==> config.mk <==
export PLATFORM = sky130hd
export DESIGN_NAME = led_status_sched_flat
export DESIGN_NICKNAME = d
export VERILOG_FILES = /design/src/rtl/led_status_sched_if.sv /design/src/rtl/led_status_sched.sv /design/src/flat_wrapper.sv
export SDC_FILE = /design/constraint.sdc
export NUM_CORES = 1
export LEC_CHECK = 0
export ABC_AREA = 1
export CAP_MARGIN = 20
export CELL_PAD_IN_SITES_DETAIL_PLACEMENT = 0
export CELL_PAD_IN_SITES_GLOBAL_PLACEMENT = 1
export CORE_ASPECT_RATIO = 1.2
export CORE_MARGIN = 4
export CORE_UTILIZATION = 38
export CTS_BUF_LIST = sky130_fd_sc_hd__clkbuf_4
export CTS_CLUSTER_SIZE = 40
export DETAILED_ROUTE_END_ITERATION = 7
export PLACE_DENSITY = 0.79
export SLEW_MARGIN = 25
export SYNTH_ARGS = -nofsm -noshare
export SYNTH_HDL_FRONTEND = slang
export SYNTH_SLANG_ARGS = --single-unit
==> constraint.sdc <==
create_clock -name clk -period 2.35 [get_ports clk]
set_clock_uncertainty 0.15 [all_clocks]
set_input_delay 0.47 -clock clk [delete_from_list [all_inputs] [get_ports clk]]
set_output_delay 0.47 -clock clk [all_outputs]
set_load 0.02 [all_outputs]
==> src/rtl/led_status_sched_if.sv <==
// led_status_sched_if: event and display signals between status sources and the LED scheduler
//  evt       per-source 1-cycle event strobe
//  evt_para  pattern of source i on [8i+7:8i], sampled with evt[i]
//  led_para  pattern code to the LED flash controller
//  grant     one-hot source currently displayed, 0 otherwise
//  pending   latched events not yet completed
//  busy      scheduler is showing a pattern or in the gap after it
interface led_status_sched_if #(
    parameter int N_REQ = 4
);
    logic [N_REQ-1:0]   evt;
    logic [8*N_REQ-1:0] evt_para;
    logic [7:0]         led_para;
    logic [N_REQ-1:0]   grant;
    logic [N_REQ-1:0]   pending;
    logic               busy;
    modport master (output evt, evt_para, input led_para, grant, pending, busy);
    modport slave (input evt, evt_para, output led_para, grant, pending, busy);
endinterface

==> src/rtl/led_status_sched.sv <==
// led_status_sched: fixed-priority scheduler of one-shot status patterns onto a single LED para bus
//  clk      system clock
//  reset_n  asynchronous active-low reset
//  bus      led_status_sched_if slave: evt/evt_para in, led_para/grant/pending/busy out (all registered)
//  Each granted source is shown for HOLD_MS ms, then DEFAULT_PARA is driven for GAP_MS ms.
module led_status_sched #(
    parameter int         N_REQ        = 4,
    parameter int         TICK_DIV     = 100000,
    parameter int         HOLD_MS      = 2000,
    parameter int         GAP_MS       = 100,
    parameter logic [7:0] DEFAULT_PARA = 8'h00,
    parameter bit         PREEMPT      = 1'b1
) (
    input logic               clk,
    input logic               reset_n,
    led_status_sched_if.slave bus
);
    localparam int SW = N_REQ > 1 ? $clog2(N_REQ) : 1;
    localparam int TW = TICK_DIV > 1 ? $clog2(TICK_DIV) : 1;
    localparam int MW = $clog2((HOLD_MS > GAP_MS ? HOLD_MS : GAP_MS) + 1);

    typedef enum logic [1:0] {IDLE, SHOW, GAP} state_t;

    state_t           state;
    logic [SW-1:0]    sel;
    logic [TW-1:0]    tick_cnt;
    logic [MW-1:0]    ms_cnt;
    logic [7:0]       para     [N_REQ];
    logic [7:0]       para_nxt [N_REQ];
    logic [N_REQ-1:0] pending_nxt;
    logic [N_REQ-1:0] lower_mask;
    logic [SW-1:0]    arb;
    logic             tick_wrap;
    logic             hold_done;
    logic             gap_done;
    logic             preempt;

    function automatic logic [SW-1:0] lowest(input logic [N_REQ-1:0] v);
        lowest = '0;
        for (int i = N_REQ - 1; i >= 0; i--)
            if (v[i]) lowest = SW'(i);
    endfunction

    // para_nxt is the value each capture register holds after this edge, so a
    // displayed pattern follows a same-edge re-trigger without an extra cycle.
    always_comb begin
        for (int i = 0; i < N_REQ; i++)
            para_nxt[i] = bus.evt[i] ? bus.evt_para[8*i +: 8] : para[i];
    end

    // The completing edge is the tick that would take ms_cnt to the limit, so
    // the dwell is exactly limit*TICK_DIV cycles and ms_cnt never reaches it.
    assign tick_wrap   = tick_cnt == TW'(TICK_DIV - 1);
    assign hold_done   = state == SHOW && tick_wrap && ms_cnt == MW'(HOLD_MS - 1);
    assign gap_done    = tick_wrap && ms_cnt == MW'(GAP_MS - 1);
    assign lower_mask  = (N_REQ'(1) << sel) - N_REQ'(1);
    assign preempt     = PREEMPT && (|(bus.pending & lower_mask));
    assign arb         = lowest(bus.pending);
    // A new event on the completing edge re-arms the source rather than being lost.
    assign pending_nxt = (bus.pending & ~(hold_done ? bus.grant : '0)) | bus.evt;

    always_ff @(posedge clk or negedge reset_n) begin
        if (!reset_n) begin
            state        <= IDLE;
            sel          <= '0;
            tick_cnt     <= '0;
            ms_cnt       <= '0;
            bus.pending  <= '0;
            bus.grant    <= '0;
            bus.led_para <= DEFAULT_PARA;
            bus.busy     <= 1'b0;
            for (int i = 0; i < N_REQ; i++)
                para[i] <= '0;
        end else begin
            for (int i = 0; i < N_REQ; i++)
                para[i] <= para_nxt[i];
            bus.pending <= pending_nxt;
            tick_cnt    <= tick_wrap ? '0 : tick_cnt + 1'b1;
            ms_cnt      <= ms_cnt + MW'(tick_wrap);
            case (state)
                IDLE: begin
                    tick_cnt <= '0;
                    ms_cnt   <= '0;
                    if (|bus.pending) begin
                        state        <= SHOW;
                        sel          <= arb;
                        bus.grant    <= N_REQ'(1) << arb;
                        bus.led_para <= para_nxt[arb];
                        bus.busy     <= 1'b1;
                    end
                end
                SHOW: begin
                    if (hold_done) begin
                        state        <= GAP_MS == 0 ? IDLE : GAP;
                        bus.grant    <= '0;
                        bus.led_para <= DEFAULT_PARA;
                        bus.busy     <= GAP_MS != 0;
                        tick_cnt     <= '0;
                        ms_cnt       <= '0;
                    end else if (preempt) begin
                        // The displaced source keeps its pending bit and restarts from scratch later.
                        sel          <= arb;
                        bus.grant    <= N_REQ'(1) << arb;
                        bus.led_para <= para_nxt[arb];
                        tick_cnt     <= '0;
                        ms_cnt       <= '0;
                    end else begin
                        bus.led_para <= para_nxt[sel];
                        if (bus.evt[sel]) begin
                            tick_cnt <= '0;
                            ms_cnt   <= '0;
                        end
                    end
                end
                GAP: begin
                    if (gap_done) begin
                        state    <= IDLE;
                        bus.busy <= 1'b0;
                        tick_cnt <= '0;
                        ms_cnt   <= '0;
                    end
                end
                default: state <= IDLE;
            endcase
        end
    end
endmodule

==> src/flat_wrapper.sv <==
// flat-port wrapper written by rule: the top's interface ports become plain ports
module led_status_sched_flat 
#(
    parameter int         N_REQ        = 4,
    parameter int         TICK_DIV     = 100000,
    parameter int         HOLD_MS      = 2000,
    parameter int         GAP_MS       = 100,
    parameter logic [7:0] DEFAULT_PARA = 8'h00,
    parameter bit         PREEMPT      = 1'b1
)
  (clk, reset_n, bus_evt, bus_evt_para, bus_led_para, bus_grant, bus_pending, bus_busy);
  led_status_sched_if #(.N_REQ(N_REQ)) bus_i ();
  input logic clk;
  input logic reset_n;
  input wire logic [$bits(bus_i.evt)-1:0] bus_evt;
  input wire logic [$bits(bus_i.evt_para)-1:0] bus_evt_para;
  output wire logic [$bits(bus_i.led_para)-1:0] bus_led_para;
  output wire logic [$bits(bus_i.grant)-1:0] bus_grant;
  output wire logic [$bits(bus_i.pending)-1:0] bus_pending;
  output wire logic [$bits(bus_i.busy)-1:0] bus_busy;
  assign bus_i.evt = bus_evt;
  assign bus_i.evt_para = bus_evt_para;
  assign bus_led_para = bus_i.led_para;
  assign bus_grant = bus_i.grant;
  assign bus_pending = bus_i.pending;
  assign bus_busy = bus_i.busy;
  led_status_sched #(.N_REQ(N_REQ), .TICK_DIV(TICK_DIV), .HOLD_MS(HOLD_MS), .GAP_MS(GAP_MS), .DEFAULT_PARA(DEFAULT_PARA), .PREEMPT(PREEMPT)) u_core (.clk(clk), .reset_n(reset_n), .bus(bus_i));
endmodule
==> impl_metrics.json <==
{
  "hp-class": "reg2reg",
  "cts-buffers-inserted": 9,
  "yosysTopAreaCellShare_pct": 46.0,
  "syn_area_per_cell_um2": 7.25,
  "layoutNonFillerInstCount": 847,
  "required_ps": 2520,
  "htree_num_levels": 3,
  "finalCritPeriodShare_pct": 94.3,
  "rsz0062_at_grt": "no",
  "hold_slack_ps": 346,
  "grt_use_met3_pct": 2.87,
  "first_global_vias": 4020,
  "p_leak_uw": 0.00267,
  "diodes": 0,
  "drtAntennaViolNets": 0,
  "min_path_cells": 2,
  "slew_viol_final": 0,
  "slowest_delay_ps": 400,
  "fin_crit_ps": 2220,
  "timing.rr.start": "u_core.tick_cnt[0]$_DFF_PN0_",
  "ys_ff_latch": 81,
  "drive_above_1_share_pct": 11.0,
  "regArea_um2": 2030,
  "via_count": 4070,
  "reg2reg_depth": 13,
  "maxSlewHeadroom_pct": 66.9,
  "synth_fp_nets": 648,
  "synth_top_area_cell": "dfrtp_1",
  "place_area_um2": 5270,
  "die_y_um": 126,
  "grt_use_met2_pct": 30.8,
  "vias_per_cell": 4.81,
  "dp_cells": 828,
  "cts_tree": "built",
  "fill_cells": 1131,
  "setup_violations": 0,
  "grt_util_met1_pct": 22.5,
  "worst-setup-path-type": "reg2reg",
  "path_max_fanout": 3,
  "drc": 0,
  "drt-pass1-iter-count": 4,
  "grt.overflow.total": 0,
  "max_freq_mhz": 451,
  "clkLatencyLatePin_ps": 440,
  "syn_to_final_growth_pct": 24.5,
  "nNetsFinal": 729,
  "synth-warning-count": 0,
  "drtIter0Drc": 145,
  "antenna_found_initial": 0,
  "die_area_um2": 13400,
  "initial_core_util_pct": 39.3,
  "busiest_layer": "met2",
  "ys_async_sr_fraction_pct": 100,
  "cts.clk_slew.worst_paths_ps": 130,
  "seq_area_frac_synth_pct": 46.0,
  "synth.most_common_cell": "nand2_1",
  "ir_drop_mv": 0.223,
  "finalWirelength_um": 11700,
  "clk_path_buf_depth": 2,
  "finalInstanceArea_um2": 5480,
  "gp_congestion": 0.873,
  "core_um2": 11200,
  "grt.total_usage_pct": 18.2,
  "netlist_top_cells_count": "253 x nand2_1, 81 x dfrtp_1, 71 x nor2_1, 51 x nand3_1, 36 x inv_1",
  "multi_input_area_um2": 2190,
  "reg2reg_slack_ps": 130,
  "startpoint_type": "flip-flop",
  "finalHoldViolCount": 0,
  "synthFlopType": "dfrtp_1",
  "holdPathEnd": "u_core.bus.led_para[1]$_DFFE_PN0P_",
  "ioPinCount": 55,
  "hpwl_um": 8570,
  "cts_root_buf": "clkbuf_4",
  "critPathSlowestCell": "dfrtp_1",
  "max_cap_viol_count": 0,
  "routedWlPerCell_um": 13.8,
  "clock_sinks": 81,
  "outcome": "finished, final reports clean",
  "synth_cells": 607,
  "arrival_ps": 2390,
  "cp_top_family": "simple AND/OR/NAND/NOR gates",
  "die_w_um": 106,
  "fp-row-count": 42,
  "hp-start": "u_core.bus.led_para[1]$_DFFE_PN0P_",
  "ys_top_cells_by_area": "dfrtp_1 46%, nand2_1 22%, nor2_1 6.1%",
  "critical_path.cell_chain": "ha_2 -> nand2_1 -> nor2_4 -> nand2_2 -> nor2_8 -> ha_4 -> ha_4 -> inv_1 -> nor2_2 -> nand3_2 -> nor3_4 -> xor2_1 -> a21oi_1",
  "cp_common_cell": "ha_4",
  "grt_max_degree": 82,
  "tns_ps": 0,
  "syn-cell-area_um2": 4400,
  "r2r-end": "u_core.ms_cnt[10]$_DFF_PN0_",
  "port_buffers": 54,
  "netlist-cell-type-count": 31,
  "endpoint_kind": "flip-flop",
  "grt_pass1_wl_um": 19300,
  "synth-edff-count": 0,
  "tightest_slew_ps": 497,
  "power_density_nw_per_um2": 479,
  "cp.buffers_inverters": 1
}
-- cells by family (layout without fill, tap and decap cells) --
group	count (synthesis)	count (layout)	synth area share, %
AO/OA/AOI/OAI	26	26	3.16
XOR/XNOR	16	16	3.18
adder cells (fa/ha/maj)	3	3	0.853
buffers and inverters	59	145	5.51
flip-flops	81	81	46.0
AND/OR/NAND/NOR	422	422	41.2
-- cells in the final DEF (no fill, tap or decap), drive strengths merged --
cell and n:
bufinv 1, nand4 5, dlygate4sd3 1, nand2 259
nor3 10, xor2 12, clkinvlp 1, nand3b 11
a21oi 11, nor2 79, clkinv 9, buf 29
ha 3, o21ai 13, and2 3, clkdlybuf4s50 53
dfrtp 81, inv 42, nand3 55, xnor2 4
clkbuf 9, a21boi 2
-- power by group --
part / switching, uW / internal, uW / total, uW
Sequential: 22.9 / 1460 / 1480
Combinational: 180 / 148 / 328
Clock: 501 / 314 / 815
Total: 704 / 1920 / 2620
-- through the flow --
stage	util, %	total power [uW]	setup WS, ps
4_1_cts	48.4	2660	12.5
6_report	49.0	2620	133
2_1_floorplan	-	1660	8.87
3_3_place_gp	47.1	1830	25.7
3_5_place_dp	47.1	1840	6.57
5_1_grt	49.0	2780	6.38
-- metal layers --
layer | vias up | part of all wire [%]
li1 | 2053 | -
met1 | 1912 | 43
met2 | 82 | 51
met3 | 23 | 3.4
met4 | 0 | 2.9
met5 | - | 0
-- worst max-delay path by stage --
stage / startpoint / end / slack (ps) / depth (start not counted)
3_3_place_gp: u_core.tick_cnt[0]$_DFF_PN0_ / u_core.ms_cnt[10]$_DFF_PN0_ / 30 / 13
6_report: u_core.tick_cnt[0]$_DFF_PN0_ / u_core.ms_cnt[10]$_DFF_PN0_ / 130 / 13
2_1_floorplan: u_core.tick_cnt[0]$_DFF_PN0_ / u_core.ms_cnt[10]$_DFF_PN0_ / 9 / 13
4_1_cts: u_core.tick_cnt[0]$_DFF_PN0_ / u_core.ms_cnt[6]$_DFF_PN0_ / 10 / 13
3_5_place_dp: u_core.tick_cnt[0]$_DFF_PN0_ / u_core.ms_cnt[10]$_DFF_PN0_ / 7 / 13
5_1_grt: u_core.tick_cnt[0]$_DFF_PN0_ / u_core.ms_cnt[6]$_DFF_PN0_ / 6 / 13
-- sequential cells by signal, summed over array words and instances, names as in the netlist --
name,cells
u_core.para,32
u_core.tick_cnt,17
u_core.ms_cnt,11
u_core.bus.led_para,8
u_core.bus.grant,4
u_core.bus.pending,4
u_core.sel,2
u_core.state,2
u_core.bus.busy,1
-- area by class of cell --
type                    count  area share [%]
clock buffers               9            1.23
clock inverters             7            1.12
inverters                  46            3.20
multi-input cells         467            39.9
flip-flops and latches     81            37.0
well taps                 154            3.52
repair buffers             83            14.1
-- worst min-delay path: cells and delay by family (launching register included) --
family,cells,cell delay (ps)
DFF,1,360
and+or+nand+nor,2,110
-- repair_timing --
item | CTS | global route
hold buffers | 1 | 0
endpoints found under the hold margin | 81 | 0
setup endpoints to repair | 1 | 3
setup buffers | 0 | 2
resized for setup | 1 | 10
pin swaps | 0 | 3
Note: power is estimated with default switching activity, not from simulation.
